$ cat config.mk
export PLATFORM = sky130hd
export DESIGN_NAME = pc_sequencer
export DESIGN_NICKNAME = d
export VERILOG_FILES = /design/src/rtl/pc_sequencer.sv
export SDC_FILE = /design/constraint.sdc
export NUM_CORES = 1
export LEC_CHECK = 0
export CORE_AREA = 8 8 106 108
export DETAILED_ROUTE_END_ITERATION = 10
export DIE_AREA = 0 0 114 116
export HOLD_SLACK_MARGIN = 0.15
export PLACE_DENSITY_LB_ADDON = 0.15
export SETUP_SLACK_MARGIN = 0.15
export SKIP_CTS_REPAIR_TIMING = 1
export SYNTH_ARGS = -nofsm -noshare
export SYNTH_HDL_FRONTEND = slang
export SYNTH_SLANG_ARGS = --single-unit
$ cat constraint.sdc
create_clock -name CLK -period 5.1 [get_ports CLK]
set_input_delay 1.275 -clock CLK [delete_from_list [all_inputs] [get_ports CLK]]
set_output_delay 1.275 -clock CLK [all_outputs]
set_load 0.05 [all_outputs]
$ cat src/rtl/pc_sequencer.sv
// Program-counter unit: selects sequential, branch, jump or register targets and
// updates on the falling edge. Optional return-address stack under `PC_RAS_EN.
module pc_sequencer #(
  parameter int unsigned      WIDTH        = 32,
  parameter logic [WIDTH-1:0] RESET_VECTOR = '0,
  parameter int unsigned      RAS_DEPTH    = 4
) (
  input  logic             CLK,
  input  logic             RST,
  input  logic             PCWre,
  input  logic [1:0]       PCSrc,
  input  logic [WIDTH-1:0] immExt,
  input  logic [WIDTH-1:0] jumpAddr,
  input  logic [WIDTH-1:0] regAddr,
  input  logic             call,
  input  logic             ret,
  output logic [WIDTH-1:0] addressOut,
  output logic [WIDTH-1:0] pcPlus,
  output logic             misalign,
  output logic             rasEmpty,
  output logic             rasFull
);

  logic [WIDTH-1:0] pc_q;
  logic             mis_q;
  logic [WIDTH-1:0] reg_target;
  logic [WIDTH-1:0] target;

  assign addressOut = pc_q;
  assign misalign   = mis_q;
  assign pcPlus     = pc_q + WIDTH'(4);

`ifdef PC_RAS_EN
  localparam int unsigned PW = (RAS_DEPTH > 1) ? $clog2(RAS_DEPTH) : 1;
  localparam int unsigned CW = $clog2(RAS_DEPTH + 1);

  logic [WIDTH-1:0] ras [RAS_DEPTH];
  logic [PW-1:0]    top_q;
  logic [PW-1:0]    top_inc;
  logic [CW-1:0]    count_q;
  logic             do_pop;
  logic             do_push;

  assign top_inc  = top_q + PW'(1);
  assign rasEmpty = (count_q == '0);
  assign rasFull  = (count_q == CW'(RAS_DEPTH));
  assign do_pop   = (PCSrc == 2'b11) && ret && !rasEmpty;
  assign do_push  = call;
  assign reg_target = do_pop ? ras[top_q] : regAddr;

  // Push above the top; a push while full wraps onto the oldest slot.
  // Combined pop+push rewrites the top in place.
  always_ff @(negedge CLK) begin
    if (RST && PCWre && do_push) begin
      if (do_pop) ras[top_q]   <= pcPlus;
      else        ras[top_inc] <= pcPlus;
    end
  end

  always_ff @(negedge CLK) begin
    if (!RST) begin
      top_q   <= '0;
      count_q <= '0;
    end else if (PCWre) begin
      if (do_push && !do_pop) begin
        top_q <= top_inc;
        if (!rasFull) count_q <= count_q + CW'(1);
      end else if (do_pop && !do_push) begin
        top_q   <= top_q - PW'(1);
        count_q <= count_q - CW'(1);
      end
    end
  end
`else
  localparam int unsigned unused_depth = RAS_DEPTH;
  logic unused_ras;

  assign unused_ras = call ^ ret;
  assign rasEmpty   = 1'b1;
  assign rasFull    = 1'b0;
  assign reg_target = regAddr;
`endif

  always_comb begin
    target = pcPlus;
    unique case (PCSrc)
      2'b00: target = pcPlus;
      2'b01: target = pcPlus + (immExt << 2);
      2'b10: target = jumpAddr;
      2'b11: target = reg_target;
    endcase
  end

  always_ff @(negedge CLK) begin
    if (!RST) begin
      pc_q  <= RESET_VECTOR;
      mis_q <= 1'b0;
    end else if (PCWre) begin
      pc_q  <= {target[WIDTH-1:2], 2'b00};
      mis_q <= |target[1:0];
    end
  end

endmodule

==> reports/metrics.yaml, run 1 <==
synth-compound-area-share_pct: 25.1
pin_count: 170
worstEndpointGrtRepair: "pcPlus[30]"
ys_types: 71
synth_adder_area_share_pct: 10.7
synth_top_family_by_area: "compound AO/OA/AOI/OAI gates"
synth-edff-count: 0
synthSimpleGateAreaFrac_pct: 19.1
fp.dieH_microns: 116
grt_max_degree: 16
avgSynthCellArea_sq_um: 8.00
clock-sinks: 31
die_x_microns: 114
numCtsBuffers: 5
rows: 36
htreeDepth: 2
synthCells: 521
error_message: "[ERROR DPL-0038] Utilization greater than 100%, impossible to legalize"
synth_seq_cells: 31
post-dp-hpwl_microns: 19000
syn_area_sq_um: 4170
synth-main-ff-cell: "dfxtp_1"
ys_seq_area_share_pct: 14.9
yosys.area_share.xor_xnor_pct: 11.1
yosys_warnings: 0
root_buffer: "clkbuf_8"
clockBufferDepth: 2
synthArstFlopShare_pct: 0
gp_congestion: 1.01
status: "did not finish"
port-buffer-count: 159
initial_core_util_pct: 43.6
haltStage: "5_1_grt"
place_area_sq_um: 8800
worstEndpointType: "primary output"
synthMuxAreaShare_pct: 14.0
[metrics by stage]
step,TNS [ps],cells,setup slack (ps)
after floorplan,-28800,525,-939
after global placement,-45210,980,-1470
after detailed placement,-50800,980,-1580
after CTS,-54750,1016,-1410
[cell families after synthesis]
kind of cell,Yosys count
XOR/XNOR,53
AO/OA/AOI/OAI,153
buffers and inverters,48
flip-flops,31
multiplexers,38
other,2
adder cells (fa/ha/maj),35
AND/OR/NAND/NOR,161
[Yosys cell counts (3+ instances only)]
cell       number  share of area [%]
mux4_2         16                8.6
a22o_1          5                1.1
nand3_1        16                1.9
a21oi_1        46                5.5
xnor2_1        34                7.1
and3_1         10                1.5
nand2_1        42                3.8
nor3_1          6               0.72
and4_1          3               0.63
nand4_1         9                1.4
a31oi_1         6               0.90
nor2b_1        11                1.7
buf_1           5               0.45
mux2_2          3               0.81
inv_1          17                1.5
o21ai_1         4               0.48
o211ai_1        7                1.3
o2111ai_1       3               0.63
and2_1          3               0.45
ha_1           34                 10
a21o_1         17                3.1
o21a_1          3               0.54
mux2i_1        19                4.6
xor2_1         19                4.0
nor3b_1         3               0.54
o21ai_0        25                3.0
dfxtp_1        31                 15
clkbuf_1       16                1.4
nand2b_1        4               0.60
nor2_1         44                4.0
buf_4           6                1.1
==> run 2, diff against run 1 <==
==> config.mk (replaced) <==
export PLATFORM = sky130hd
export DESIGN_NAME = pc_sequencer
export DESIGN_NICKNAME = d
export VERILOG_FILES = /design/src/rtl/pc_sequencer.sv
export SDC_FILE = /design/constraint.sdc
export NUM_CORES = 1
export LEC_CHECK = 0
export CORE_AREA = 8 8 112 114
export DETAILED_ROUTE_END_ITERATION = 10
export DIE_AREA = 0 0 120 122
export PLACE_DENSITY_LB_ADDON = 0.15
export SKIP_CTS_REPAIR_TIMING = 1
export SYNTH_ARGS = -nofsm -noshare
export SYNTH_HDL_FRONTEND = slang
export SYNTH_SLANG_ARGS = --single-unit
==> run 2 against run 1 <==
Net effect:
- the flow now finishes, with violations (DRC, setup timing)
- synthesized cell count stayed put
- area after synthesis did not move
==> reports/metrics.yaml, run 2 <==
grt_pass1_vias: 6441
p_seq_share_pct: 13.0
nNetsFinal: 1055
cts.clk_slew.worst_paths_ps: 50
gp_congestion: 0.975
initial_core_util_pct: 39.0
htreeDepth: 2
vias: 7001
end_kind: "output port"
netlist.area_leader.share_pct: 14.9
place_area_sq_um: 8840
crit_path_start: "addressOut[3]"
yosys-top-cells-count: "a21oi_1 (46), nor2_1 (44), nand2_1 (42)"
sw_frac_of_total_pct: 44.4
synthToLayoutAreaGrowth_pct: 142
antenna_found_initial: 1
clockPowerShare_pct: 22.4
utilization_pct: 94.2
overflow: 0
yosys_warnings: 0
setup_slack_ps: -1190
root_buffer: "clkbuf_8"
clock-sinks: 31
ant_nets: 0
min-delay-start: "misalign"
combPwrFrac_pct: 64.6
synth-main-ff-cell: "dfxtp_1"
finalHoldViolations: 0
startpoint_type: "register"
power_mw: 2.23
grt_pass1_wl_microns: 33300
fp.dieH_microns: 122
ys_types: 71
seqCellArea_sq_um: 683
p_sw_mw: 0.987
stdcell_area_sq_um: 10100
viasPerCell: 6.62
preCtsSetupSlack_ps: -1560
clockBufferDepth: 2
status: "complete, but fails checks"
required_ps: 3830
detail_route.wl_per_cell_microns: 28.6
hold_class: "register to register"
multi_input_area_sq_um: 4890
syn_area_sq_um: 4170
worst_pin_slew_ps: 633
synth.area.top_cells: "dfxtp_1 (15%), ha_1 (10%), mux4_2 (8.6%), xnor2_1 (7.1%), a21oi_1 (5.5%)"
maxCapViolations: 0
ys_seq_area_share_pct: 14.9
failed_checks: "DRC, setup timing"
drc: 2
critPathKind: "register to output port"
power_density_nw_per_um2: 221
numCtsBuffers: 5
fillers: 297
drv_slew: 0
cp.arrival_ps: 5010
synth-edff-count: 0
rsz0062_at_grt: "yes"
cts_tree: "yes"
final_cell_mix: "buf_4 (207), clkdlybuf4s50_1 (78), buf_12 (63), inv_1 (45), a21oi_1 (28)"
rows: 38
r2r-start: "addressOut[3]"
avgSynthCellArea_sq_um: 8.00
post-dp-hpwl_microns: 17400
final_common_cell: "buf_4"
routed_wl_microns: 30200
core_sq_um: 10700
layout-drive-gt1-share_pct: 56.0
setup_viol: 57
yosys.cell_count.top_type: "a21oi_1"
largest_reg_flops: 30
clock_latency_ps: 390
p_int_mw: 1.24
synthArstFlopShare_pct: 0
pin_count: 170
antenna_cells: 0
finClkSkew_ps: 45.6
path_max_fanout: 3
synthCells: 521
leakage_nw: 4.65
drt_iter0_drc: 804
ir_drop_uv: 179
yosys.area.top_type: "dfxtp_1"
synth_seq_cells: 31
grt_use_total_pct: 28.3
fin_setup_tns_ps: -43470
slew-limit-headroom_pct: 57.6
die_x_microns: 120
port-buffer-count: 159
die_area_sq_um: 14600
drt_pass1_iterations: 10
grt_max_degree: 20
[run 2: cell families after synthesis]
family,synth area share (%)
other,0.180
AND/OR/NAND/NOR,19.1
AO/OA/AOI/OAI,25.1
buffers and inverters,4.92
flip-flops,14.9
XOR/XNOR,11.1
adder cells (fa/ha/maj),10.7
multiplexers,14.0
[run 2: routing by layer]
metal	GRT usage [%]	wire length, microns
met1	30.9	9930
met2	50.5	14200
met3	6.29	3540
met4	15.1	2530
met5	0	0
[run 2: final timing paths]
check        cells past startpoint        endpoint  slack [ps]
min reg2reg                      2        misalign         600
max                              8      pcPlus[30]       -1190
min                              2        misalign         600
max reg2reg                     17  addressOut[26]         710
[run 2: critical path, stage by stage (launching register included)]
cell,delay (ps)
dfxtp_4,370
ha_4,160
nand4_1,330
or3_4,510
nor2_4,170
buf_12,140
nand2_4,70
xnor2_4,180
buf_12,160
[run 2: power by group through the flow]
stage | registers, mW | logic (mW) | clock network, mW
finish | 0.290 | 1.44 | 0.498
global route | 0.292 | 1.48 | 0.508
CTS | 0.286 | 1.19 | 0.465
detailed placement | 0.289 | 1.18 | 0.0381
global placement | 0.287 | 1.15 | 0.0381
floorplan | 0.394 | 0.520 | 0.0381
[run 2: area by class of cell]
class	instances	area share [%]
timing repair buffer	384	39.5
inverter	18	0.695
clock inverter	34	2.05
clock buffer	5	0.683
tap	140	1.74
multi-input combinational	446	48.5
sequential	31	6.78
[run 2: metrics by stage]
step / hold slack, ps / cells
floorplan: 582 / 525
global placement: 465 / 991
detailed placement: 488 / 991
CTS: 494 / 1029
global route: 611 / 1058
finish: 597 / 1058
(Power assumes the default switching activity.)
==> run 3, diff against run 2 <==
--- a/config.mk
+++ b/config.mk
@@ -8,6 +8,7 @@
 export CORE_AREA = 8 8 112 114
 export DETAILED_ROUTE_END_ITERATION = 10
 export DIE_AREA = 0 0 120 122
+export GPL_ROUTABILITY_DRIVEN = 0
 export PLACE_DENSITY_LB_ADDON = 0.15
 export SKIP_CTS_REPAIR_TIMING = 1
 export SYNTH_ARGS = -nofsm -noshare
==> run 3 against run 2 <==
Net effect:
- the run ends with setup timing left
- die area is the same
- combinational power down 4%
- sequential share of layout area up 0.16 points
- largest cell class unchanged
- largest power group unchanged
==> reports/metrics.yaml, run 3 (synthesized netlist as in run 2, its figures left out) <==
fillers: 361
grt_use_total_pct: 27.4
crit_chain: "ha_4, nand4_1, or3_4, nor2_4, buf_12, nand2_8, xnor2_4, buf_12"
overflow: 0
rsz0062_at_grt: "yes"
place_inst: 984
status: "complete, but fails checks"
initial_core_util_pct: 39.0
place_area_sq_um: 8800
clockBufferDepth: 2
ir_drop_uv: 138
grt_pass1_vias: 6351
hold_class: "register to register"
cp.arrival_ps: 5110
die_x_microns: 120
slowest_stage: "or3_4"
fp.dieH_microns: 122
setup_viol: 56
die_area_sq_um: 14600
drv_slew: 0
final_common_cell: "buf_4"
seqCellArea_sq_um: 683
fin_setup_tns_ps: -47450
critical_path.most_common_cell: "buf_12"
sw_frac_of_total_pct: 46.7
p_sw_mw: 0.977
antenna_found_initial: 1
detail_route.wl_per_cell_microns: 28.2
largest_reg_flops: 30
critPathKind: "register to output port"
cts_tree: "yes"
routed_wl_microns: 29600
drc: 0
clock-sinks: 31
finalHoldViolations: 0
htreeDepth: 2
synthToLayoutAreaGrowth_pct: 136
startpoint_type: "register"
stdcell_area_sq_um: 9840
combPwrFrac_pct: 66.2
setup_slack_ps: -1290
required_ps: 3830
viasPerCell: 6.48
crit_path_max_incr_delay_ps: 570
layout-drive-gt1-share_pct: 54.3
final_cell_mix: "buf_4 (197), clkdlybuf4s50_1 (80), buf_12 (63), inv_1 (46), a21oi_1 (31)"
cts.clk_slew.worst_paths_ps: 60
drt_pass1_iterations: 7
pin_count: 170
p_seq_share_pct: 13.8
drt_iter0_drc: 848
core_sq_um: 10700
preCtsSetupSlack_ps: -1580
root_buffer: "clkbuf_8"
grt_max_degree: 22
nNetsFinal: 1046
fin_cells: 1050
maxCapViolations: 0
end_kind: "output port"
failed_checks: "setup timing"
post-dp-hpwl_microns: 16600
port-buffer-count: 159
path_max_fanout: 3
grt_pass1_wl_microns: 32300
power_density_nw_per_um2: 212
clockPowerShare_pct: 20.0
multi_input_area_sq_um: 4770
rows: 38
numCtsBuffers: 5
leakage_nw: 4.49
p_int_mw: 1.11
ant_nets: 0
finClkSkew_ps: 63.6
vias: 6805
whs_ps: 586
clock_latency_ps: 410
==> run 3: cell count changes in the layout (fill, tap and decap cells not counted), moves of 3 or more <==
cell / before / now
a21oi_1: 28 / 31
buf_4: 207 / 197
buf_6: 16 / 22
buf_8: 3 / 0
ha_1: 8 / 13
ha_4: 24 / 20
o21ai_1: 3 / 7
o21ai_2: 7 / 3
==> run 3: through the flow <==
stage               utilization (%)  total power, mW
finish                         92.0             2.09
global route                   92.0             2.14
CTS                            84.4             1.85
detailed placement             82.3             1.50
global placement               82.3             1.47
floorplan                         -            0.951
==> run 3: power by group through the flow <==
stage	clock network, mW	logic [mW]	registers (mW)
global route	0.437	1.42	0.291
detailed placement	0.0381	1.18	0.289
CTS	0.377	1.19	0.286
global placement	0.0381	1.14	0.287
floorplan	0.0381	0.520	0.394
finish	0.418	1.38	0.289
==> run 3: worst paths after layout <==
kind,start,endpoint,slack [ps],depth (start not counted)
min,misalign,misalign,590,2
max reg2reg,addressOut[2],addressOut[19],540,18
max,addressOut[2],pcPlus[30],-1290,8
min reg2reg,misalign,misalign,590,2
==> run 3: layout make-up <==
class | count | area share [%]
multi-input combinational | 446 | 48.5
timing repair buffer | 375 | 39.8
sequential | 31 | 6.94
tap | 140 | 1.78
clock inverter | 34 | 1.60
clock buffer | 5 | 0.699
inverter | 18 | 0.686
antenna | 1 | 0.0254
==> run 3: layer usage <==
metal | up-vias | GRT usage [%] | share of wire [%]
li1 | 2691 | - | -
met1 | 3180 | 29.0 | 32
met2 | 653 | 50.1 | 48
met3 | 281 | 6.39 | 11
met4 | 0 | 14.4 | 9.1
met5 | - | 0 | 0
==> run 3: worst max-delay path, delay by kind of cell (launching register included) <==
kind | cells | cell delay (ps)
adders and majority gates | 1 | 140
DFF | 1 | 370
and+or+nand+nor | 4 | 1130
buffers and inverters | 2 | 310
xor gates and xnor gates | 1 | 200
